[config.mk]
export PLATFORM = sky130hd
export DESIGN_NAME = mem_burst_ctrl
export DESIGN_NICKNAME = d
export VERILOG_FILES = /design/src/rtl/mem_pkg.sv /design/src/rtl/mem_hold_cnt.sv /design/src/rtl/mem_burst_ctrl.sv
export SDC_FILE = /design/constraint.sdc
export NUM_CORES = 1
export LEC_CHECK = 0
export CAP_MARGIN = 5
export CORE_AREA = 3 3 77 79
export CTS_CLUSTER_SIZE = 14
export DETAILED_ROUTE_END_ITERATION = 7
export DIE_AREA = 0 0 80 82
export PLACE_DENSITY = 0.82
export RECOVER_POWER = 100
export SYNTH_ARGS = -nofsm -noshare
export SYNTH_HDL_FRONTEND = slang
export SYNTH_SLANG_ARGS = --single-unit
[constraint.sdc]
create_clock -name clk -period 2.55 [get_ports clk]
set_input_delay 0.6375 -clock clk [delete_from_list [all_inputs] [get_ports clk]]
set_output_delay 0.6375 -clock clk [all_outputs]
set_load 0.01 [all_outputs]
[src/rtl/mem_pkg.sv]
// rtl/mem_pkg.sv - shared types and mem_top geometry for the burst sequencer
package mem_pkg;

  localparam int ADDR_W_DEF = 12;
  localparam int DATA_W_DEF = 8;
  localparam int BANK_MSB   = 11;
  localparam int BANK_LSB   = 10;
  localparam int NUM_BANKS  = 4;
  localparam int BANK_DEPTH = 1024;

  typedef enum logic [2:0] {
    ST_IDLE,
    ST_WFETCH,
    ST_WRITE,
    ST_RACC,
    ST_RDRAIN,
    ST_DONE
  } state_t;

endpackage

[src/rtl/mem_hold_cnt.sv]
// rtl/mem_hold_cnt.sv - loadable down-counter flagging the last clock of a memory access hold
module mem_hold_cnt #(
  parameter int W = 2
) (
  input  logic         clk,
  input  logic         rst_n,
  input  logic         load,
  input  logic [W-1:0] load_val,
  output logic         last
);

  logic [W-1:0] cnt;

  // Loaded with hold-1 on entry, so last is high on the final held clock
  always_ff @(posedge clk or negedge rst_n) begin
    if (!rst_n) begin
      cnt <= '0;
    end else if (load) begin
      cnt <= load_val;
    end else if (cnt != '0) begin
      cnt <= cnt - W'(1);
    end
  end

  assign last = (cnt == '0);

endmodule

[src/rtl/mem_burst_ctrl.sv]
// rtl/mem_burst_ctrl.sv - burst sequencer driving mem_top one byte per timed access
module mem_burst_ctrl
  import mem_pkg::*;
#(
  parameter int ADDR_W    = ADDR_W_DEF,
  parameter int DATA_W    = DATA_W_DEF,
  parameter int LEN_W     = 8,
  parameter int WR_CYCLES = 2,
  parameter int RD_CYCLES = 2
) (
  input  logic              clk,
  input  logic              rst,
  input  logic              req_valid,
  output logic              req_ready,
  input  logic              req_wr,
  input  logic [ADDR_W-1:0] req_addr,
  input  logic [LEN_W-1:0]  req_len,
  input  logic              wdata_valid,
  output logic              wdata_ready,
  input  logic [DATA_W-1:0] wdata,
  output logic              rdata_valid,
  input  logic              rdata_ready,
  output logic [DATA_W-1:0] rdata,
  output logic              busy,
  output logic              done,
  output logic              mem_cen,
  output logic              mem_wr,
  output logic              mem_rd,
  output logic [ADDR_W-1:0] mem_add,
  output logic [DATA_W-1:0] mem_din,
  input  logic [DATA_W-1:0] mem_dout
);

  localparam int HOLD_MAX = (WR_CYCLES > RD_CYCLES) ? WR_CYCLES : RD_CYCLES;
  localparam int CNT_W    = $clog2(HOLD_MAX + 1);
  localparam logic [CNT_W-1:0] WR_LOAD = CNT_W'(WR_CYCLES - 1);
  localparam logic [CNT_W-1:0] RD_LOAD = CNT_W'(RD_CYCLES - 1);

  state_t            state, next;
  logic [ADDR_W-1:0] addr_q;
  logic [LEN_W-1:0]  rem_q;
  logic [DATA_W-1:0] din_q;
  logic [DATA_W-1:0] rdata_q;
  logic              hold_load;
  logic [CNT_W-1:0]  hold_val;
  logic              hold_last;
  logic              last_byte;

  assign last_byte = (rem_q == '0);

  mem_hold_cnt #(.W(CNT_W)) u_hold (
    .clk      (clk),
    .rst_n    (rst),
    .load     (hold_load),
    .load_val (hold_val),
    .last     (hold_last)
  );

  always_comb begin
    next        = state;
    hold_load   = 1'b0;
    hold_val    = WR_LOAD;
    req_ready   = 1'b0;
    wdata_ready = 1'b0;
    rdata_valid = 1'b0;
    done        = 1'b0;
    mem_cen     = 1'b1;
    mem_wr      = 1'b0;
    mem_rd      = 1'b0;
    busy        = (state != ST_IDLE);
    case (state)
      ST_IDLE: begin
        req_ready = 1'b1;
        if (req_valid) begin
          if (req_wr) begin
            next = ST_WFETCH;
          end else begin
            next      = ST_RACC;
            hold_load = 1'b1;
            hold_val  = RD_LOAD;
          end
        end
      end
      ST_WFETCH: begin
        wdata_ready = 1'b1;
        if (wdata_valid) begin
          next      = ST_WRITE;
          hold_load = 1'b1;
          hold_val  = WR_LOAD;
        end
      end
      ST_WRITE: begin
        mem_cen = 1'b0;
        mem_wr  = 1'b1;
        if (hold_last) next = last_byte ? ST_DONE : ST_WFETCH;
      end
      ST_RACC: begin
        mem_cen = 1'b0;
        mem_rd  = 1'b1;
        if (hold_last) next = ST_RDRAIN;
      end
      ST_RDRAIN: begin
        rdata_valid = 1'b1;
        if (rdata_ready) begin
          if (last_byte) begin
            next = ST_DONE;
          end else begin
            next      = ST_RACC;
            hold_load = 1'b1;
            hold_val  = RD_LOAD;
          end
        end
      end
      ST_DONE: begin
        done = 1'b1;
        next = ST_IDLE;
      end
      default: next = ST_IDLE;
    endcase
  end

  // Address and count advance only when a byte retires, never mid-hold
  always_ff @(posedge clk or negedge rst) begin
    if (!rst) begin
      state   <= ST_IDLE;
      addr_q  <= '0;
      rem_q   <= '0;
      din_q   <= '0;
      rdata_q <= '0;
    end else begin
      state <= next;
      case (state)
        ST_IDLE: begin
          if (req_valid) begin
            addr_q <= req_addr;
            rem_q  <= req_len;
          end
        end
        ST_WFETCH: begin
          if (wdata_valid) din_q <= wdata;
        end
        ST_WRITE: begin
          if (hold_last && !last_byte) begin
            addr_q <= addr_q + ADDR_W'(1);
            rem_q  <= rem_q - LEN_W'(1);
          end
        end
        ST_RACC: begin
          if (hold_last) rdata_q <= mem_dout;
        end
        ST_RDRAIN: begin
          if (rdata_ready && !last_byte) begin
            addr_q <= addr_q + ADDR_W'(1);
            rem_q  <= rem_q - LEN_W'(1);
          end
        end
        default: ;
      endcase
    end
  end

  assign mem_add = addr_q;
  assign mem_din = din_q;
  assign rdata   = rdata_q;

endmodule

======== Word-level counts from Yosys, hierarchy flattened ========
Index checks and enable logic that the tools add are counted.
cells by class
  $add $sub $neg .......................... 3
  equal/unequal tests ..................... 12
  muxes and demuxes ....................... 32
  reduce and logical (&&, ||, !) cells .... 15
operator list
  cell                   number
  $mux 12                3
  $pmux 12 s3            1
  $mux 8                 3
  $pmux 8 s3             1
  $mux 3                 7
  $pmux 3 s5             1
  $ne 2x2->1 const B     7
  $add 12x1->12 const B  1
  $mux 1                 12
  $logic_not 8->1        1
  $sub 8x1->8 const B    1
  $eq 3x2->1 const B     2
  $eq 3x3->1 const B     2
  $mux 2                 3
  $reduce_bool 3->1      2
  $reduce_and 5->1       1
  $reduce_and 2->1       2
  $reduce_and 4->1       1
  $reduce_bool 2->1      2
  $eq 3x1->1 const B     1
  $logic_not 3->1        1
  $pmux 1 s3             1
  $logic_and 1x1->1      2
  $logic_not 2->1        1
  other kinds (3)        3
storage, ports and cells
  flip-flop bits (word level) ............. 41
  input bits .............................. 42
  output and inout port bits .............. 36
  logic and storage cells ................. 68

======== Longest topological paths before layout ========
Gate-level depths: netlist of run 1.
  word-level depth ........................ 5
  gate-level depth with buffers ........... 9
  gate-level depth less buffers ........... 6

======== Cells and area by module ========
A second synthesis of run 1 with hierarchy kept.
second synthesis, totals
  cell total of the unflattened synthesis .. 239
  area, all modules ....................... 2428.6 µm²
by module, submodules not included
  module          times used  cells each  area an instance (µm²)  sequential area each (µm²)
  mem_burst_ctrl  1           227         2314.7                  975.9
  mem_hold_cnt    1           12          113.9                   50.0

======== Least setup slack after synthesis of run 1 ========
OpenSTA, ideal clock, no wires.
  path type ............................... reg-to-output
  start point ............................. register state[0]
  end point ............................... output busy
  data arrival time ....................... 1137 ps
  data required time ...................... 1913 ps
  path slack .............................. 775 ps
  cell stages (with the launch flop) ...... 5
  path buffers ............................ 2
  cell sequence ........................... dfrtp_1 buf_2 clkbuf_1 nor3_1 inv_1
between the ends
  cells in the longest elaborated chain, start to end .. 1
RTL lines
  what                    line                   text
  start, declared         mem_burst_ctrl.sv:39   state_t state, next;
  start signal, assigned  mem_burst_ctrl.sv:131  state <= next;
  $reduce_bool 3->1       mem_burst_ctrl.sv:70   busy = (state != ST_IDLE);
  end, declared           mem_burst_ctrl.sv:24   output logic busy,
No other way between the ends.

======== Worst setup path in the final report of run 1 ========
  start point ............................. register state[2]
  end point ............................... output wdata_ready
between the ends
  cells in the longest elaborated chain, start to end .. 2
RTL lines
  what           line                  text
  $eq 3x1->1     mem_burst_ctrl.sv:71  case (state)
  $mux 1         mem_burst_ctrl.sv:71
  end, declared  mem_burst_ctrl.sv:19  output logic wdata_ready,
No other way between the ends.

==> reports/metrics.cfg, run 1 <==
[critical_path]
worst_ep_required_time_ns=1.91
worstSetupPathType=flop to output pin
endpoint_kind=output pin
r2r_slack_ns=0.22
worstPathArrival_ns=1.84
critPathLaunchType=flop
crit_fanout=9

[global_route]
grt_start_max_net_pins=29
grt_use_total_pct=20.3
grt_pass1_wl_um=10400
overflow=0
grt_pass1_vias=2159
grt_antenna_before_repair=0

[finish]
num_antenna_cells=0
drive_above_1_share_pct=13.2
area_delta_synth_final_pct=37.3
layoutNonFillerInstCount=383
final_cell_mix=clkdlybuf4s50_1 (41), dfrtp_1 (39), dlygate4sd3_1 (35), inv_1 (17), mux2_2 (17)
final_common_cell=clkdlybuf4s50_1
nNetsFinal=357

[die]
die_area_um2=6560
coreArea_um2=5410
fp.dieH_um=82
core.rowCount=27
die_width_um=80
ios=78
start_util_pct=44.7

[logic_synthesis]
syn-num-nets=280
synth_top_area_share_pct=42.4
postSynthAreaPerCell_um2=10.3
yosysWarnings=0
synthTopCellsByArea=dfrtp_1 (42%), mux2_2 (7.9%), o221ai_1 (5.4%)
ys_seq_area_share_pct=42.4
synth_largest_area_cell=dfrtp_1
synthArstFlopShare_pct=100
synth_cell_types=47
synth_area_um2=2420
synth_seq_cells=41
ys.flop_type=dfrtp_1
synth_edf_count=0
synth_cells=234

[timing]
tns_ns=0
period_minus_slack_ns=2.47
finalCritPeriodShare_pct=97.0
tightest_slew_ns=0.800
finClkSkew_ns=0.00759
setup_viol=0
whs_ns=0.395
fmax_ghz=0.404
worst_slack_ns=0.0758
maxSlewHeadroom_pct=46.7
hold_viol_final=0
rsz0062_at_grt=no
report.final.slew_viol_count=0

[drt]
drtIter0Drc=132
finalWirelength_um=6510
vias=2210
viasPerCell=5.77
drt_pass1_iterations=5
antenna_left=0
remaining_drc_errors=0
wl_per_cell_um=17.0

[clock_tree]
clk_latency_ns=0.29
cts.sinks=41
clk_pin_slew_worst_paths_ns=0.08
cts_buffers=5
clk_path_buf_depth=2
root_buffer=clkbuf_8
htree_levels=2
cts_tree=yes
ctsHoldBuffers=0

[place]
dp_hpwl_um=4750
placed_cells=376
port_buffers=77
dp_slack_ns=0.287
place_congestion=0.841

[power]
p_per_area_nw_per_um2=1260
total_power_w=0.00420
leakage_nw=1.32
peakVddDrop_mv=0.597

[job]
drv_cap=0

[worst_hold_path]
min_path_type=primary input to asynchronous set/reset pin

[outcome]
outcome=finished clean

[path summary, 6_finish.rpt]
kind                                            from  cells after the start                        end
setup / recovery                state[2]$_DFFE_PN0P_                      3                wdata_ready
hold / removal                                   rst                      1  u_hold.cnt[0]$_DFFE_PN0P_
setup reg to reg           u_hold.cnt[0]$_DFFE_PN0P_                      7       rem_q[2]$_DFFE_PN0P_
hold reg to reg               mem_din[7]$_DFFE_PN0P_                      1     mem_din[7]$_DFFE_PN0P_
max in group asynchronous                        rst                      2     mem_add[6]$_DFFE_PN0P_
min in group clk              mem_din[7]$_DFFE_PN0P_                      1     mem_din[7]$_DFFE_PN0P_
[worst max-delay path, stage by stage (launching register included)]
cell and delay, ns:
dfrtp_1 0.51, nor2_1 0.25, and2_1 0.16, dlygate4sd3_1 0.63
[report_power, final]
| group | internal, W | switching, W |
|---|---|---|
| combinational | 0.00120 | 0.00123 |
| clock | 0.000214 | 0.000221 |
| sequential | 0.000984 | 0.000346 |
[layer usage]
layer	GRT usage, %	vias up	part of all wire, %
met5	0	-	0
met4	8.45	0	1.9
met3	5.26	14	6.0
met2	32.1	84	50
met1	26.5	1065	42
li1	-	1047	-
[cell usage after synthesis (all sizes together) (2+ instances only)]
cell / instances
nor2: 10
nor3: 11
a2bb2oi: 2
nor4b: 2
o21bai: 2
clkbuf: 3
and2: 4
a21oi: 6
xnor2: 2
nor4: 7
mux2: 19
a22oi: 9
o21ai: 9
o211ai: 2
ha: 4
o221ai: 15
and3: 5
inv: 17
nand2: 9
a32oi: 3
buf: 16
mux2i: 3
nand3: 4
o2bb2ai: 15
dfrtp: 41
[final cells by class]
type                    count  area [um2]
well taps                  72        90.1
repair buffers             89         841
clock buffers               6        82.6
inverters                  17        63.8
multi-input cells         157        1210
flip-flops and latches     41        1030
clock inverters             1        7.51
fillers                   465        2090
[registers in the layout, indices dropped and copies added, names as in the netlist]
signal / cells
rem_q: 8
state: 3
rdata: 8
mem_add: 12
u_hold.cnt: 2
mem_din: 8
[cells by family after synthesis]
logic type | after synthesis | synth area share, %
compound gates | 70 | 22.4
simple gates | 58 | 13.8
flops | 41 | 42.4
buf+inv | 36 | 7.66
mux | 22 | 10.2
fa+ha+maj | 4 | 2.07
xor+xnor | 3 | 1.40
[what timing repair did]
action	in CTS	in global routing
setup endpoints to repair	0	3
buffers inserted	0	0
resized for setup	0	2
[per-stage QoR]
step           utilization [%]  cell area [um2]
2_1_floorplan                -             2420
3_3_place_gp              60.1             3250
3_5_place_dp              60.1             3250
4_1_cts                   61.8             3340
5_1_grt                   61.4             3320
6_report                  61.4             3320
(Power assumes the default switching activity.)
==> run 2: changes to the inputs <==
--- a/config.mk
+++ b/config.mk
@@ -7,6 +7,7 @@
 export LEC_CHECK = 0
 export CAP_MARGIN = 5
 export CORE_AREA = 3 3 77 79
+export CTS_CLUSTER_DIAMETER = 80
 export CTS_CLUSTER_SIZE = 14
 export DETAILED_ROUTE_END_ITERATION = 7
 export DIE_AREA = 0 0 80 82
==> results of run 2 <==
Same layout as run 1: the final DEF is identical, and so are final timing and power.
==> run 3: changes to the inputs <==
--- a/config.mk
+++ b/config.mk
@@ -12,7 +12,7 @@
 export DETAILED_ROUTE_END_ITERATION = 7
 export DIE_AREA = 0 0 80 82
 export PLACE_DENSITY = 0.82
-export RECOVER_POWER = 100
+export RECOVER_POWER = 25
 export SYNTH_ARGS = -nofsm -noshare
 export SYNTH_HDL_FRONTEND = slang
 export SYNTH_SLANG_ARGS = --single-unit
==> run 3 against run 2 <==
Global-route usage unchanged. Sequential power about the same. Flip-flop and latch count is the same. Power is 3.5% higher. Highest routed layer unchanged.
==> reports/metrics.cfg, run 3 (synthesized netlist as in run 1, its figures left out) <==
[die]
coreArea_um2=5410  ; unchanged
die_area_um2=6560  ; unchanged
die_width_um=80  ; unchanged
start_util_pct=44.7  ; unchanged
core.rowCount=27  ; unchanged
ios=78  ; unchanged
fp.dieH_um=82  ; unchanged

[global_route]
grt_start_max_net_pins=29  ; unchanged
grt_pass1_wl_um=10400  ; unchanged
grt_antenna_before_repair=0  ; unchanged
overflow=0  ; unchanged
grt_pass1_vias=2159  ; unchanged
grt_use_total_pct=20.3  ; unchanged

[timing]
period_minus_slack_ns=2.45  ; was 2.47 ns
finalCritPeriodShare_pct=95.9  ; was 97.0%
tightest_slew_ns=0.818  ; was 0.800 ns
report.final.slew_viol_count=0  ; unchanged
setup_viol=0  ; unchanged
rsz0062_at_grt=no  ; unchanged
finClkSkew_ns=0.00764  ; was 0.00759 ns
hold_viol_final=0  ; unchanged
maxSlewHeadroom_pct=45.5  ; was 46.7%
tns_ns=0  ; unchanged
whs_ns=0.403  ; was 0.395 ns
fmax_ghz=0.409  ; was 0.404 GHz

[drt]
finalWirelength_um=6510  ; about the same
drt_pass1_iterations=4  ; was 5
wl_per_cell_um=17.0  ; about the same
antenna_left=0  ; unchanged
met3_wirelength_um=379  ; was 393 um
dr.max_layer_used=met4  ; unchanged
vias=2182  ; was 2210
viasPerCell=5.70  ; was 5.77
met1_length_um=2780  ; was 2730 um
drtIter0Drc=159  ; was 132
remaining_drc_errors=0  ; unchanged
dr_wl_met2_um=3210  ; was 3260 um

[finish]
area_delta_synth_final_pct=38.0  ; was 37.3%
largest_reg_flops=12  ; unchanged
drive_above_1_share_pct=14.5  ; was 13.2%
final_cell_mix=clkdlybuf4s50_1 (76), dfrtp_1 (39), inv_1 (17), mux2_2 (17)  ; was clkdlybuf4s50_1 (41), dfrtp_1 (39), dlygate4sd3_1 (35), inv_1 (17), mux2_2 (17)
nNetsFinal=357  ; unchanged
seq_area_um2=1030  ; unchanged
multi_input_area_um2=1210  ; about the same
fill_cells=457  ; was 465
num_antenna_cells=0  ; unchanged
final_common_cell=clkdlybuf4s50_1  ; unchanged
layoutNonFillerInstCount=383  ; unchanged
post-route-util_pct=61.7  ; was 61.4%

[place]
port_buffers=77  ; unchanged
placed_cells=376  ; unchanged
place_congestion=0.841  ; unchanged
dp_hpwl_um=4750  ; unchanged

[clock_tree]
htree_levels=2  ; unchanged
cts.sinks=41  ; unchanged
clk_pin_slew_worst_paths_ns=0.08  ; about the same
clk_path_buf_depth=2  ; unchanged
cts_buffers=5  ; unchanged
ctsHoldBuffers=0  ; unchanged
root_buffer=clkbuf_8  ; unchanged
clk_latency_ns=0.29  ; about the same
postCtsSetupRepairBufs=0  ; unchanged
cts_tree=yes  ; unchanged

[power]
seq_power_share_pct=30.8  ; was 31.7%
peakVddDrop_mv=0.622  ; was 0.597 mV
leakage_nw=1.32  ; about the same
switching_share_pct=41.9  ; was 42.9%
p_int_w=0.00253  ; was 0.00240 W
p_per_area_nw_per_um2=1300  ; was 1260 nW/um2
p_comb_share_pct=59.1  ; was 58.0%
p_switching_w=0.00182  ; was 0.00180 W
clock_power_share_pct=10.0  ; was 10.4%

[critical_path]
critPathLaunchType=flop  ; unchanged
crit_fanout=9  ; unchanged
worst_ep_required_time_ns=1.91  ; about the same
worstPathArrival_ns=1.81  ; was 1.84 ns
endpoint_kind=output pin  ; unchanged
worstSetupPathType=flop to output pin  ; unchanged

[outcome]
outcome=finished clean  ; unchanged

[worst_hold_path]
min_path_type=primary input to asynchronous set/reset pin  ; unchanged

[job]
drv_cap=0  ; unchanged

-- run 3: cell types whose count changed in the layout (fill, tap and decap cells not counted), sizes merged --
cell           before  now
clkdlybuf4s50      41   76
clkbuf             11    8
buf                 8   11
dlygate4sd3        35    0
-- run 3: power by group through the flow --
stage	combinational (W)	sequential (W)	clock, W
floorplan	0.00157	0.00131	0
global route	0.00280	0.00139	0.000474
finish	0.00257	0.00134	0.000436
global placement	0.00252	0.00133	0
CTS	0.00258	0.00134	0.000452
detailed placement	0.00256	0.00135	0
-- run 3: area by class of cell --
type                       instances  share of cell area, %
inverter                          17                   1.91
multi-input combinational        157                   36.3
clock inverter                     1                  0.225
timing repair buffer              89                   25.5
sequential                        41                   30.8
tap                               72                   2.70
clock buffer                       6                   2.47
-- run 3: metrics by stage --
step / total power, W / instance area, um2 / setup slack [ns]
after floorplan: 0.00289 / 2420 / 0.775
after global placement: 0.00385 / 3250 / 0.336
after detailed placement: 0.00390 / 3250 / 0.287
after CTS: 0.00437 / 3340 / 0.0724
after global routing: 0.00467 / 3340 / 0.00435
final: 0.00434 / 3340 / 0.105
-- run 3: what timing repair did --
action	in CTS	in global routing
setup endpoints to repair	0	3
endpoints found under the hold margin	0	0
resized for setup	0	2
-- run 3: worst paths after layout --
path	from	slack (ns)	to	depth (start not counted)
setup / recovery	state[2]$_DFFE_PN0P_	0.10	rdata_valid	2
hold / removal	rst	0.40	u_hold.cnt[0]$_DFFE_PN0P_	1
setup reg to reg	rem_q[4]$_DFFE_PN0P_	0.40	mem_add[10]$_DFFE_PN0P_	4
hold reg to reg	mem_din[7]$_DFFE_PN0P_	0.51	mem_din[7]$_DFFE_PN0P_	1
max in group asynchronous	rst	0.93	mem_add[6]$_DFFE_PN0P_	2
min in group clk	mem_din[7]$_DFFE_PN0P_	0.51	mem_din[7]$_DFFE_PN0P_	1
-- run 3: critical path, cell delays in order (launching register included) --
cell             delay, ns
dfrtp_1               0.58
nor3b_4               0.34
clkdlybuf4s50_1       0.60
-- run 3: per-layer routing --
layer	up-vias	track usage (%)
li1	1041	-
met1	1046	26.5
met2	79	32.1
met3	16	5.26
met4	0	8.45
met5	-	0
